<file path="config.mk">
export PLATFORM = sky130hd
export DESIGN_NAME = track_selector
export DESIGN_NICKNAME = d
export VERILOG_FILES = /design/src/rtl/track_selector.sv
export SDC_FILE = /design/constraint.sdc
export NUM_CORES = 1
export LEC_CHECK = 0
export BUFFER_PORTS_ARGS = -buffer_cell sky130_fd_sc_hd__clkbuf_2
export CAP_MARGIN = 20
export CORE_AREA = 5 5 250 252
export DETAILED_ROUTE_END_ITERATION = 8
export DIE_AREA = 0 0 255 257
export GPL_ROUTABILITY_DRIVEN = 1
export SETUP_SLACK_MARGIN = 0.5
export SLEW_MARGIN = 20
export SYNTH_ARGS = -nofsm -noshare
export SYNTH_HDL_FRONTEND = slang
export SYNTH_SLANG_ARGS = --single-unit
</file>
<file path="constraint.sdc">
create_clock -name clk -period 12.3 [get_ports clk]
set_input_delay 0.615 -clock clk [delete_from_list [all_inputs] [get_ports clk]]
set_output_delay 0.615 -clock clk [all_outputs]
set_load 0.01 [all_outputs]
</file>
<file path="src/rtl/track_selector.sv">
// track_selector: once per frame, scans NUM_CH tracker channels and latches one target.
// Optional macro SEL_HYST_EN adds two-frame switching hysteresis on the selected channel.
module track_selector #(
  parameter int NUM_CH     = 4,
  parameter int CH_W       = 2,
  parameter int CW         = 12,
  parameter int PW         = 10,
  parameter int YW         = 10,
  parameter int LATCH_LINE = 480,
  parameter int MISS_LIMIT = 8
) (
  input  logic                   clk,
  input  logic                   rst_n,
  input  logic [YW-1:0]          current_pos_y,
  input  logic [1:0]             mode,
  input  logic [CH_W-1:0]        fix_ch,
  input  logic [NUM_CH-1:0]      ch_valid,
  input  logic [NUM_CH-1:0]      ch_dir,
  input  logic [NUM_CH*CW-1:0]   ch_centre_x,
  input  logic [NUM_CH*CW-1:0]   ch_centre_y,
  input  logic [NUM_CH*PW-1:0]   ch_angle_x,
  input  logic [NUM_CH*PW-1:0]   ch_angle_y,
  input  logic [NUM_CH*8*PW-1:0] ch_box,
  output logic [CW-1:0]          centre_pos_x_rs232,
  output logic [CW-1:0]          centre_pos_y_rs232,
  output logic [PW-1:0]          angle_x_rs232,
  output logic [PW-1:0]          angle_y_rs232,
  output logic                   chieu_xoay_rs232,
  output logic [8*PW-1:0]        box_vga,
  output logic [CH_W-1:0]        sel_ch,
  output logic                   track_lost,
  output logic                   upd_stb
);
  localparam int              MW       = $clog2(MISS_LIMIT + 1);
  localparam logic [MW-1:0]   MISS_MAX = MW'(MISS_LIMIT);
  localparam logic [CH_W-1:0] LAST_IDX = CH_W'(NUM_CH - 1);
  localparam logic [YW-1:0]   LATCH_Y  = YW'(LATCH_LINE);

  typedef enum logic [1:0] {S_IDLE, S_SCAN, S_COMMIT} state_t;

  function automatic logic [CW:0] abs_diff(input logic [CW-1:0] a, input logic [CW-1:0] b);
    return (a >= b) ? {1'b0, a - b} : {1'b0, b - a};
  endfunction

  function automatic logic [MW-1:0] sat_inc(input logic [MW-1:0] v);
    return (v >= MISS_MAX) ? v : v + MW'(1);
  endfunction

  state_t            state_q, state_d;
  logic [CH_W-1:0]   idx_q;
  logic [YW-1:0]     y_prev_q;
  logic [1:0]        mode_q;
  logic [CH_W-1:0]   fix_q;
  logic              best_found_q;
  logic [CH_W-1:0]   best_idx_q;
  logic              best_dir0_q;
  logic [CW:0]       best_dist_q;
  logic [CW-1:0]     best_cx_q, best_cy_q;
  logic [PW-1:0]     best_ax_q, best_ay_q;
  logic              best_dir_q;
  logic [8*PW-1:0]   best_box_q;
  logic [MW-1:0]     miss_q;
  logic              have_prev_q;

  logic [CW-1:0]     cx_a  [NUM_CH];
  logic [CW-1:0]     cy_a  [NUM_CH];
  logic [PW-1:0]     ax_a  [NUM_CH];
  logic [PW-1:0]     ay_a  [NUM_CH];
  logic [8*PW-1:0]   box_a [NUM_CH];

  logic              trig;
  logic [1:0]        eff_mode;
  logic [CW:0]       cand_dist;
  logic              take;
  logic [CH_W-1:0]   ld_idx;
  logic [CW-1:0]     ld_cx, ld_cy;
  logic [PW-1:0]     ld_ax, ld_ay;
  logic              ld_dir;
  logic [8*PW-1:0]   ld_box;

  always_comb begin
    for (int i = 0; i < NUM_CH; i++) begin
      cx_a[i]  = ch_centre_x[i*CW +: CW];
      cy_a[i]  = ch_centre_y[i*CW +: CW];
      ax_a[i]  = ch_angle_x[i*PW +: PW];
      ay_a[i]  = ch_angle_y[i*PW +: PW];
      box_a[i] = ch_box[i*8*PW +: 8*PW];
    end
  end

  // Edge-detected line trigger: one scan per frame however long the line lasts
  assign trig = (current_pos_y == LATCH_Y) && (y_prev_q != LATCH_Y);

  always_comb begin
    state_d = state_q;
    case (state_q)
      S_IDLE:   if (trig) state_d = S_SCAN;
      S_SCAN:   if (idx_q == LAST_IDX) state_d = S_COMMIT;
      S_COMMIT: state_d = S_IDLE;
      default:  state_d = S_IDLE;
    endcase
  end

  always_ff @(posedge clk) begin
    if (!rst_n) begin
      state_q      <= S_IDLE;
      idx_q        <= '0;
      y_prev_q     <= '0;
      mode_q       <= '0;
      fix_q        <= '0;
      best_found_q <= 1'b0;
    end else begin
      state_q  <= state_d;
      y_prev_q <= current_pos_y;
      if (state_q == S_IDLE && trig) begin
        idx_q        <= '0;
        mode_q       <= mode;
        fix_q        <= fix_ch;
        best_found_q <= 1'b0;
      end else if (state_q == S_SCAN) begin
        idx_q <= idx_q + CH_W'(1);
        if (take) best_found_q <= 1'b1;
      end
    end
  end

  // Scan stage: compare channel idx_q against the running best
  always_comb begin
    eff_mode = mode_q;
    if (mode_q == 2'd3 || (mode_q == 2'd1 && !have_prev_q)) eff_mode = 2'd0;
    cand_dist = abs_diff(cx_a[idx_q], centre_pos_x_rs232) + abs_diff(cy_a[idx_q], centre_pos_y_rs232);
    take = 1'b0;
    case (eff_mode)
      2'd2:    take = ch_valid[idx_q] && (idx_q == fix_q);
      2'd1:    take = ch_valid[idx_q] && (!best_found_q || cand_dist < best_dist_q);
      default: take = ch_valid[idx_q] && (!best_found_q || (!best_dir0_q && !ch_dir[idx_q]));
    endcase
  end

  always_ff @(posedge clk) begin
    if (state_q == S_SCAN && take) begin
      best_idx_q  <= idx_q;
      best_dir0_q <= ~ch_dir[idx_q];
      best_dist_q <= cand_dist;
      best_cx_q   <= cx_a[idx_q];
      best_cy_q   <= cy_a[idx_q];
      best_ax_q   <= ax_a[idx_q];
      best_ay_q   <= ay_a[idx_q];
      best_dir_q  <= ch_dir[idx_q];
      best_box_q  <= box_a[idx_q];
    end
  end

`ifdef SEL_HYST_EN
  logic            pend_vld_q, pend_vld_d;
  logic [CH_W-1:0] pend_idx_q, pend_idx_d;
  logic            cur_valid_q;
  logic [CW-1:0]   cur_cx_q, cur_cy_q;
  logic [PW-1:0]   cur_ax_q, cur_ay_q;
  logic            cur_dir_q;
  logic [8*PW-1:0] cur_box_q;

  // Snapshot of the currently selected channel, used to hold it against a one-frame challenger
  always_ff @(posedge clk) begin
    if (state_q == S_SCAN && idx_q == sel_ch) begin
      cur_valid_q <= ch_valid[idx_q];
      cur_cx_q    <= cx_a[idx_q];
      cur_cy_q    <= cy_a[idx_q];
      cur_ax_q    <= ax_a[idx_q];
      cur_ay_q    <= ay_a[idx_q];
      cur_dir_q   <= ch_dir[idx_q];
      cur_box_q   <= box_a[idx_q];
    end
  end

  always_ff @(posedge clk) begin
    if (!rst_n) begin
      pend_vld_q <= 1'b0;
      pend_idx_q <= '0;
    end else if (state_q == S_COMMIT) begin
      pend_vld_q <= pend_vld_d;
      pend_idx_q <= pend_idx_d;
    end
  end
`endif

  always_comb begin
    ld_idx = best_idx_q;
    ld_cx  = best_cx_q;
    ld_cy  = best_cy_q;
    ld_ax  = best_ax_q;
    ld_ay  = best_ay_q;
    ld_dir = best_dir_q;
    ld_box = best_box_q;
`ifdef SEL_HYST_EN
    pend_vld_d = 1'b0;
    pend_idx_d = pend_idx_q;
    if (best_found_q && have_prev_q && best_idx_q != sel_ch &&
        !(pend_vld_q && pend_idx_q == best_idx_q) && cur_valid_q) begin
      pend_vld_d = 1'b1;
      pend_idx_d = best_idx_q;
      ld_idx     = sel_ch;
      ld_cx      = cur_cx_q;
      ld_cy      = cur_cy_q;
      ld_ax      = cur_ax_q;
      ld_ay      = cur_ay_q;
      ld_dir     = cur_dir_q;
      ld_box     = cur_box_q;
    end
`endif
  end

  // Commit stage: outputs, miss counter and strobe change only here
  always_ff @(posedge clk) begin
    if (!rst_n) begin
      centre_pos_x_rs232 <= '0;
      centre_pos_y_rs232 <= '0;
      angle_x_rs232      <= '0;
      angle_y_rs232      <= '0;
      chieu_xoay_rs232   <= 1'b0;
      box_vga            <= '0;
      sel_ch             <= '0;
      track_lost         <= 1'b1;
      upd_stb            <= 1'b0;
      miss_q             <= '0;
      have_prev_q        <= 1'b0;
    end else begin
      upd_stb <= 1'b0;
      if (state_q == S_COMMIT) begin
        if (best_found_q) begin
          centre_pos_x_rs232 <= ld_cx;
          centre_pos_y_rs232 <= ld_cy;
          angle_x_rs232      <= ld_ax;
          angle_y_rs232      <= ld_ay;
          chieu_xoay_rs232   <= ld_dir;
          box_vga            <= ld_box;
          sel_ch             <= ld_idx;
          miss_q             <= '0;
          track_lost         <= 1'b0;
          have_prev_q        <= 1'b1;
          upd_stb            <= 1'b1;
        end else if (miss_q != MISS_MAX) begin
          miss_q <= sat_inc(miss_q);
          if (sat_inc(miss_q) == MISS_MAX) begin
            centre_pos_x_rs232 <= '0;
            centre_pos_y_rs232 <= '0;
            angle_x_rs232      <= '0;
            angle_y_rs232      <= '0;
            chieu_xoay_rs232   <= 1'b0;
            box_vga            <= '0;
            track_lost         <= 1'b1;
            have_prev_q        <= 1'b0;
            upd_stb            <= 1'b1;
          end
        end
      end
    end
  end

endmodule

</file>
# ---- Yosys cells after proc, flatten, opt, wreduce, memory -nomap -nowiden
# Index checks and enable logic that the tools add are counted.
dict set report totals {
  register_bits 294
  elab_cells 131
  output_inout_bits 129
}
dict set report classes {
  n_mux 50
  n_eq_ne 14
  n_addsub 7
  magnitude_cmp 6
  n_reduce_logical 25
  bitwise 3
}
# op count
set ops {}
lappend ops {{$mux W80} 5}
lappend ops {{$bmux W80 S2} 1}
lappend ops {{$mux W12} 10}
lappend ops {{$mux W10} 8}
lappend ops {{$bmux W12 S2} 2}
lappend ops {{$sub A12 B12 Y12} 4}
lappend ops {{$bmux W10 S2} 2}
lappend ops {{$ge A12 B12 Y1} 2}
lappend ops {{$add A12 B12 Y13} 1}
lappend ops {{$lt A13 B13 Y1} 1}
lappend ops {{$mux W1} 12}
lappend ops {{$mux W4} 3}
lappend ops {{$eq A10 B9 Y1 const B} 1}
lappend ops {{$ne A10 B9 Y1 const B} 1}
lappend ops {{$reduce_and A2 Y1} 5}
lappend ops {{$eq A2 B2 Y1 const B} 4}
lappend ops {{$logic_and A1 B1 Y1} 8}
lappend ops {{$eq A2 B1 Y1 const B} 3}
lappend ops {{$mux W2} 3}
lappend ops {{$add A4 B1 Y4 const B} 1}
lappend ops {{$bmux W1 S2} 2}
lappend ops {{$eq A4 B4 Y1 const B} 1}
lappend ops {{$ge A4 B4 Y1 const B} 1}
lappend ops {{$logic_not A1 Y1} 4}
lappend ops {{15 further kinds} 20}

# ---- Logic depth before layout (Yosys ltp)
dict set report depth {
  depth_word 12
  ltp_mapped 28
}

# ---- Worst setup path before layout
# OpenSTA, ideal clock, no wires.
dict set report synth_timing {
  kind {flip-flop to flip-flop}
  start {register idx_q[0]}
  end {register best_ax_q[0] (enable)}
  slack_ps 3165
  setup_time_ps 512
  period_less_slack_ps 9135
  arrival_time_ps 8623
  stages_incl_launch_ff 28
  required_time_ps 11788
  cell_sequence {dfxtp_1 > buf_2 > buf_2 > mux4_2 > inv_1 > ha_1 > inv_1 > fa_1 > a211oi_1 > nor2_1 > o2111a_1 > o221ai_2 > buf_6 > mux2_2 > fa_1 > a21o_1 > a21o_1 > a21oi_1 > nor2b_1 > nor2_1 > xnor2_1 > ha_1 > a21o_1 > a21o_1 > a21oi_1 > o211ai_1 > a21oi_1 > o21a_1}
}
dict set report synth_between {
  elab_chain_len 12
}
# element line
set synth_rtl {}
lappend synth_rtl {{start, declared} 50} ;# logic [CH_W-1:0] idx_q;
lappend synth_rtl {{start signal, assigned} 121} ;# idx_q <= idx_q + CH_W'(1);
lappend synth_rtl {{$not A2 Y3 (implied by the code) *} 131} ;# cand_dist = abs_diff(cx_a[idx_q], centre_pos_x_rs232) + abs_diff(cy_a[idx_q], centre_pos_y_rs232);
lappend synth_rtl {{$bmux W12 S2} 131}
lappend synth_rtl {{$mux W12 (implied by the code) (2 in a row)} 131}
lappend synth_rtl {{$sub A12 B12 Y12 / $ge A12 B12 Y1 (equally long branches)} 42} ;# return (a >= b) ? {1'b0, a - b} : {1'b0, b - a};
lappend synth_rtl {{$mux W12} 42}
lappend synth_rtl {{$add A12 B12 Y13 *} 131}
lappend synth_rtl {{via cand_dist[6]} 73} ;# logic [CW:0] cand_dist;
lappend synth_rtl {{$lt A13 B13 Y1 *} 135} ;# 2'd1: take = ch_valid[idx_q] && (!best_found_q || cand_dist < best_dist_q);
lappend synth_rtl {{$logic_or A1 B1 Y1 *} 135}
lappend synth_rtl {{$logic_and A1 B1 Y1 *} 135}
lappend synth_rtl {{$pmux W1 S2 *} 133} ;# case (eff_mode)
lappend synth_rtl {{$logic_and A1 B1 Y1 *} 141} ;# if (state_q == S_SCAN && take) begin
lappend synth_rtl {{end signal, assigned} 147} ;# best_ax_q <= ax_a[idx_q];
lappend synth_rtl {{end, declared} 59} ;# logic [PW-1:0] best_ax_q, best_ay_q;
# The timed path passes the listed nets; every way through them passes the cells marked *. The select of a mux whose other input is x is not followed.
# A chain may end at the register's enable or synchronous reset.

# ---- Final worst setup path
dict set report layout_timing {
  start {register idx_q[0]}
  end {register best_box_q[74] (enable)}
}
dict set report layout_between {
  elab_chain_len 12
}
# element line
set layout_rtl {}
lappend layout_rtl {{$not A2 Y3 (implied by the code) *} 131}
lappend layout_rtl {{$bmux W12 S2} 131}
lappend layout_rtl {{$mux W12 (implied by the code) (2 in a row)} 131}
lappend layout_rtl {{$sub A12 B12 Y12 / $ge A12 B12 Y1 (equally long branches)} 42}
lappend layout_rtl {{$mux W12} 42}
lappend layout_rtl {{$add A12 B12 Y13 *} 131}
lappend layout_rtl {{via cand_dist[10]} 73}
lappend layout_rtl {{$lt A13 B13 Y1 *} 135}
lappend layout_rtl {{$logic_or A1 B1 Y1 *} 135}
lappend layout_rtl {{$logic_and A1 B1 Y1 *} 135}
lappend layout_rtl {{$pmux W1 S2 *} 133}
lappend layout_rtl {{$logic_and A1 B1 Y1 *} 141}
lappend layout_rtl {{end signal, assigned} 150} ;# best_box_q <= box_a[idx_q];
lappend layout_rtl {{end, declared} 61} ;# logic [8*PW-1:0] best_box_q;
# Marked as above.

==> impl_results.rst <==
.. list-table::
   :header-rows: 1

   * - Metric
     - Value
   * - Ys flop type
     - sky130_fd_sc_hd__dfxtp_1
   * - Unrepaired setup endpoints after global routing
     - false
   * - Placer Congestion
     - 0.9966
   * - Transition time of the tightest slew-check pin
     - around 0.94 ns
   * - Number of DRC markers after the initial detailed-route iteration
     - 703
   * - Antenna-violating nets left
     - 0
   * - Synthesized instance count
     - 1381
   * - Sum of net half-perimeters after detailed placement
     - 47160 microns
   * - P_sw
     - 0.6011 mW
   * - Clock latency of the later-clocked register in the worst-skew pair
     - 0.55 ns
   * - Total routing resource utilization after global routing
     - 17.48%
   * - Sequential share of power
     - a little over two fifths
   * - Initial Utilization
     - 26.77%
   * - Number of distinct library cell variants in the gate-level netlist after synthesis
     - 62
   * - Number of nets produced by synthesis
     - slightly below 2000
   * - Site row count
     - 90
   * - Synth Warn #
     - 0
   * - First element of the critical path
     - idx_q[0]
   * - Area of the core region
     - 59910 sq um
   * - Maximum Capacitance Violations
     - 0
   * - Sum of overflow across all layers after global routing
     - 0
   * - Aggregate negative setup slack
     - 0 ns
   * - Maximum number of pins on one net before global-route repair
     - 87
   * - Cts bufs inserted
     - 36
   * - Setup crit end kind
     - flop
   * - Hold violation count in the final report
     - 0
   * - Startpoint types
     - flop
   * - Most frequent cells in the layout
     - sky130_fd_sc_hd__clkbuf_2 (647), sky130_fd_sc_hd__nand2_1 (155), sky130_fd_sc_hd__dfxtp_1 (151)
   * - Final nets
     - 2576
   * - Sw frac
     - 24.63%
   * - Design Area, Final
     - 21160 sq um
   * - Asr flop ratio synth
     - 0%
   * - Number of flops mapped to enable cells by yosys
     - 141
   * - Peak supply drop
     - between 0.00006 and 0.00007 V
   * - Ratio of cells with drive above 1 in the final layout
     - 42.67%
   * - Clock network fraction of design power
     - a little over two fifths
   * - Count of final max-slew check failures
     - 0
   * - Leakage dissipation
     - 8.579 nW
   * - Internal power
     - about 1.8 mW
   * - Clock input transition at the sequential cells of the worst setup and hold paths
     - 0.06 ns
   * - Combinational share of power
     - 13.7%
   * - Portion of the post-synthesis area used by sequential elements
     - 45.49%
   * - Post-detailed-placement cell area
     - between 15000 and 20000 sq um
   * - Filler cell count in the final layout
     - 6046
   * - Initial antenna violation count
     - 14
   * - Yosys reg bits
     - approximately 300
   * - Post-route fraction of the period consumed by the critical path
     - 71.69%
   * - Average instance area after synthesis
     - between 10 and 15 sq um
   * - Arrival time of data at the critical path endpoint
     - 8.99 ns
   * - Setup slack of the most critical reg-to-reg path
     - ~3.5 ns
   * - Result of the run
     - finished clean
   * - Crit Reg-Reg Startpoint
     - idx_q[0]
   * - Number of levels the H-tree was split into
     - 2
   * - Max clock buf depth
     - 3
   * - Category of the most critical setup path
     - reg2reg
   * - First-pass iteration count of the detailed router
     - 5
   * - Die Ht
     - 257 microns
   * - Width of the die
     - 255 microns
   * - Post-cts resize count
     - 0
   * - Area of the die
     - 65540 sq um
   * - Root Buffer
     - sky130_fd_sc_hd__clkbuf_16
   * - Count of buffers inserted at the top-level ports
     - 648
   * - Total number of vias
     - 13653
   * - Highest achievable clock rate
     - 113.4 MHz
   * - # hold bufs at CTS
     - 0
   * - Netlist area before placement
     - 16040 sq um
   * - Hold Startpoint
     - current_pos_y[9]
   * - Maximum clock skew at final layout
     - 0.02280 ns
   * - Detailed-route wire length
     - about 60000 microns
   * - Leading cell type in the layout, fill and taps excluded
     - sky130_fd_sc_hd__clkbuf_2
   * - Power density normalized to cell area
     - 115.3 nW/um^2
   * - First-pass GRT wire length
     - 87900 microns
   * - Clock tree sinks
     - 294
   * - Detailed-route wire length per cell
     - 21.41 microns
   * - Clock tree from TritonCTS
     - yes
   * - Min cycle time layout
     - approximately 8.8 ns
   * - Req. time, crit path
     - 12.47 ns
   * - Setup-violating endpoint count in the final report
     - 0
   * - Largest driver fanout on the critical path
     - between 50 and 60
   * - Vias/cell
     - 4.883
   * - Drt drc
     - 0
   * - Rel. slew slack
     - 37.54%
   * - Post-CTS setup-driven buffer insertion count
     - 0
   * - Hold WC Path Type
     - in2reg
   * - Via count of the first global-routing pass
     - 14220
   * - Number of ports placed on the die boundary
     - 649
   * - Synthesis-to-finish area growth
     - 31.91%
[cell type report]
type / instances / area [sq um] / area share (%)
well taps: 782 / 978.4 / 4.624
clock inverters: 20 / 196.4 / 0.9284
repair buffers: 659 / 3328 / 15.73
multi-input cells: 917 / 8088 / 38.23
inverters: 70 / 262.8 / 1.242
clock buffers: 46 / 979.7 / 4.630
diodes: 8 / 20.02 / 0.09462
flip-flops and latches: 294 / 7305 / 34.52
[power groups by stage]
stage,registers [mW],clock network [mW],logic [mW]
floorplan,1.05,0,0.192
global route,1.03,1.15,0.368
detailed placement,1.05,0,0.334
finish,1.03,1.07,0.334
global placement,1.05,0,0.327
CTS,1.03,1.11,0.337
[cells by family after synthesis]
| logic type | synth area share [%] |
|---|---|
| xor gates and xnor gates | 1.693 |
| buffers and inverters | 4.236 |
| AOI/OAI and AO/OA | 11.30 |
| adders and majority gates | 6.319 |
| DFF | 45.49 |
| muxes | 19.67 |
| and+or+nand+nor | 11.29 |
[cell usage after synthesis (9+ instances only)]
cell type                    n  share of area [%]
sky130_fd_sc_hd__mux4_2    126                 18
sky130_fd_sc_hd__o21ai_0    26               0.81
sky130_fd_sc_hd__and2_1     14               0.55
sky130_fd_sc_hd__inv_1      70                1.6
sky130_fd_sc_hd__o21a_1      9               0.42
sky130_fd_sc_hd__a21oi_1    45                1.4
sky130_fd_sc_hd__nand2_1   157                3.7
sky130_fd_sc_hd__buf_2      23               0.72
sky130_fd_sc_hd__buf_1      14               0.33
sky130_fd_sc_hd__nand2b_1    9               0.35
sky130_fd_sc_hd__clkbuf_1   60                1.4
sky130_fd_sc_hd__mux2i_1    25                1.6
sky130_fd_sc_hd__edfxtp_1  141                 26
sky130_fd_sc_hd__nor2_1     31               0.73
sky130_fd_sc_hd__nor2b_1    12               0.47
sky130_fd_sc_hd__xor2_1     19                1.0
sky130_fd_sc_hd__a21boi_0  129                6.0
sky130_fd_sc_hd__ha_1       73                5.7
sky130_fd_sc_hd__nand3_1   130                4.1
sky130_fd_sc_hd__nor3_1     13               0.41
sky130_fd_sc_hd__xnor2_1    12               0.66
sky130_fd_sc_hd__dfxtp_1   153                 19
sky130_fd_sc_hd__a21o_1     16               0.75
[flip-flops by register name, indices dropped and copies added, names as in the netlist, 2 cells and up]
| register | cells |
|---|---|
| sel_ch | 2 |
| fix_q | 2 |
| centre_pos_y_rs232 | 12 |
| best_box_q | 80 |
| mode_q | 2 |
| angle_y_rs232 | 10 |
| state_q | 2 |
| best_cy_q | 12 |
| box_vga | 80 |
| centre_pos_x_rs232 | 12 |
| best_ay_q | 10 |
| best_dist_q | 13 |
| best_cx_q | 12 |
| best_ax_q | 10 |
| idx_q | 2 |
| best_idx_q | 2 |
| angle_x_rs232 | 10 |
| y_prev_q | 10 |
| miss_q | 4 |
[worst paths after layout]
check                           cells past startpoint             end
worst max-delay path                               22  best_box_q[74]
worst min-delay path                                2     y_prev_q[9]
worst max register to register                     22  best_box_q[74]
worst min register to register                      2       sel_ch[0]
[per-layer routing]
layer	share of wire, %	track usage (%)	up-vias
li1	-	-	6328
met4	3.4	6.840	2
met2	50	29.17	519
met3	6.1	3.535	96
met1	41	22.27	6708
met5	0.022	0	-
[through the flow]
step / hold slack (ns) / util (%) / instances / worst slack [ns] / total power, mW
after floorplan: 0.4623 / - / 1381 / 3.165 / 1.247
after global placement: 0.4574 / 33.32 / 2722 / 3.632 / 1.381
after detailed placement: 0.4677 / 33.32 / 2722 / 3.321 / 1.389
after CTS: 0.2462 / 35.28 / 2788 / 3.333 / 2.478
after global routing: 0.2596 / 35.32 / 2796 / 2.793 / 2.552
final: 0.2861 / 35.32 / 2796 / 3.482 / 2.440
[critical path, cell delays in order (launching register included)]
cell,delay [ns]
sky130_fd_sc_hd__dfxtp_4,0.90
sky130_fd_sc_hd__buf_4,0.83
sky130_fd_sc_hd__mux4_2,0.65
sky130_fd_sc_hd__ha_1,0.27
sky130_fd_sc_hd__a21oi_1,0.18
sky130_fd_sc_hd__or4b_4,0.49
sky130_fd_sc_hd__o221ai_2,0.61
sky130_fd_sc_hd__mux2_2,0.44
sky130_fd_sc_hd__fa_1,0.41
sky130_fd_sc_hd__a21o_1,0.17
sky130_fd_sc_hd__a21o_1,0.19
sky130_fd_sc_hd__a21oi_1,0.24
sky130_fd_sc_hd__o21ai_0,0.17
sky130_fd_sc_hd__a21oi_1,0.18
sky130_fd_sc_hd__xnor2_1,0.18
sky130_fd_sc_hd__ha_1,0.29
sky130_fd_sc_hd__a21oi_1,0.14
sky130_fd_sc_hd__nor2b_1,0.06
sky130_fd_sc_hd__o21ai_0,0.15
sky130_fd_sc_hd__o211ai_1,0.11
sky130_fd_sc_hd__a21oi_1,0.19
sky130_fd_sc_hd__o21a_4,0.75
sky130_fd_sc_hd__buf_4,0.78
No activity file was read; power rests on OpenSTA's default activity.
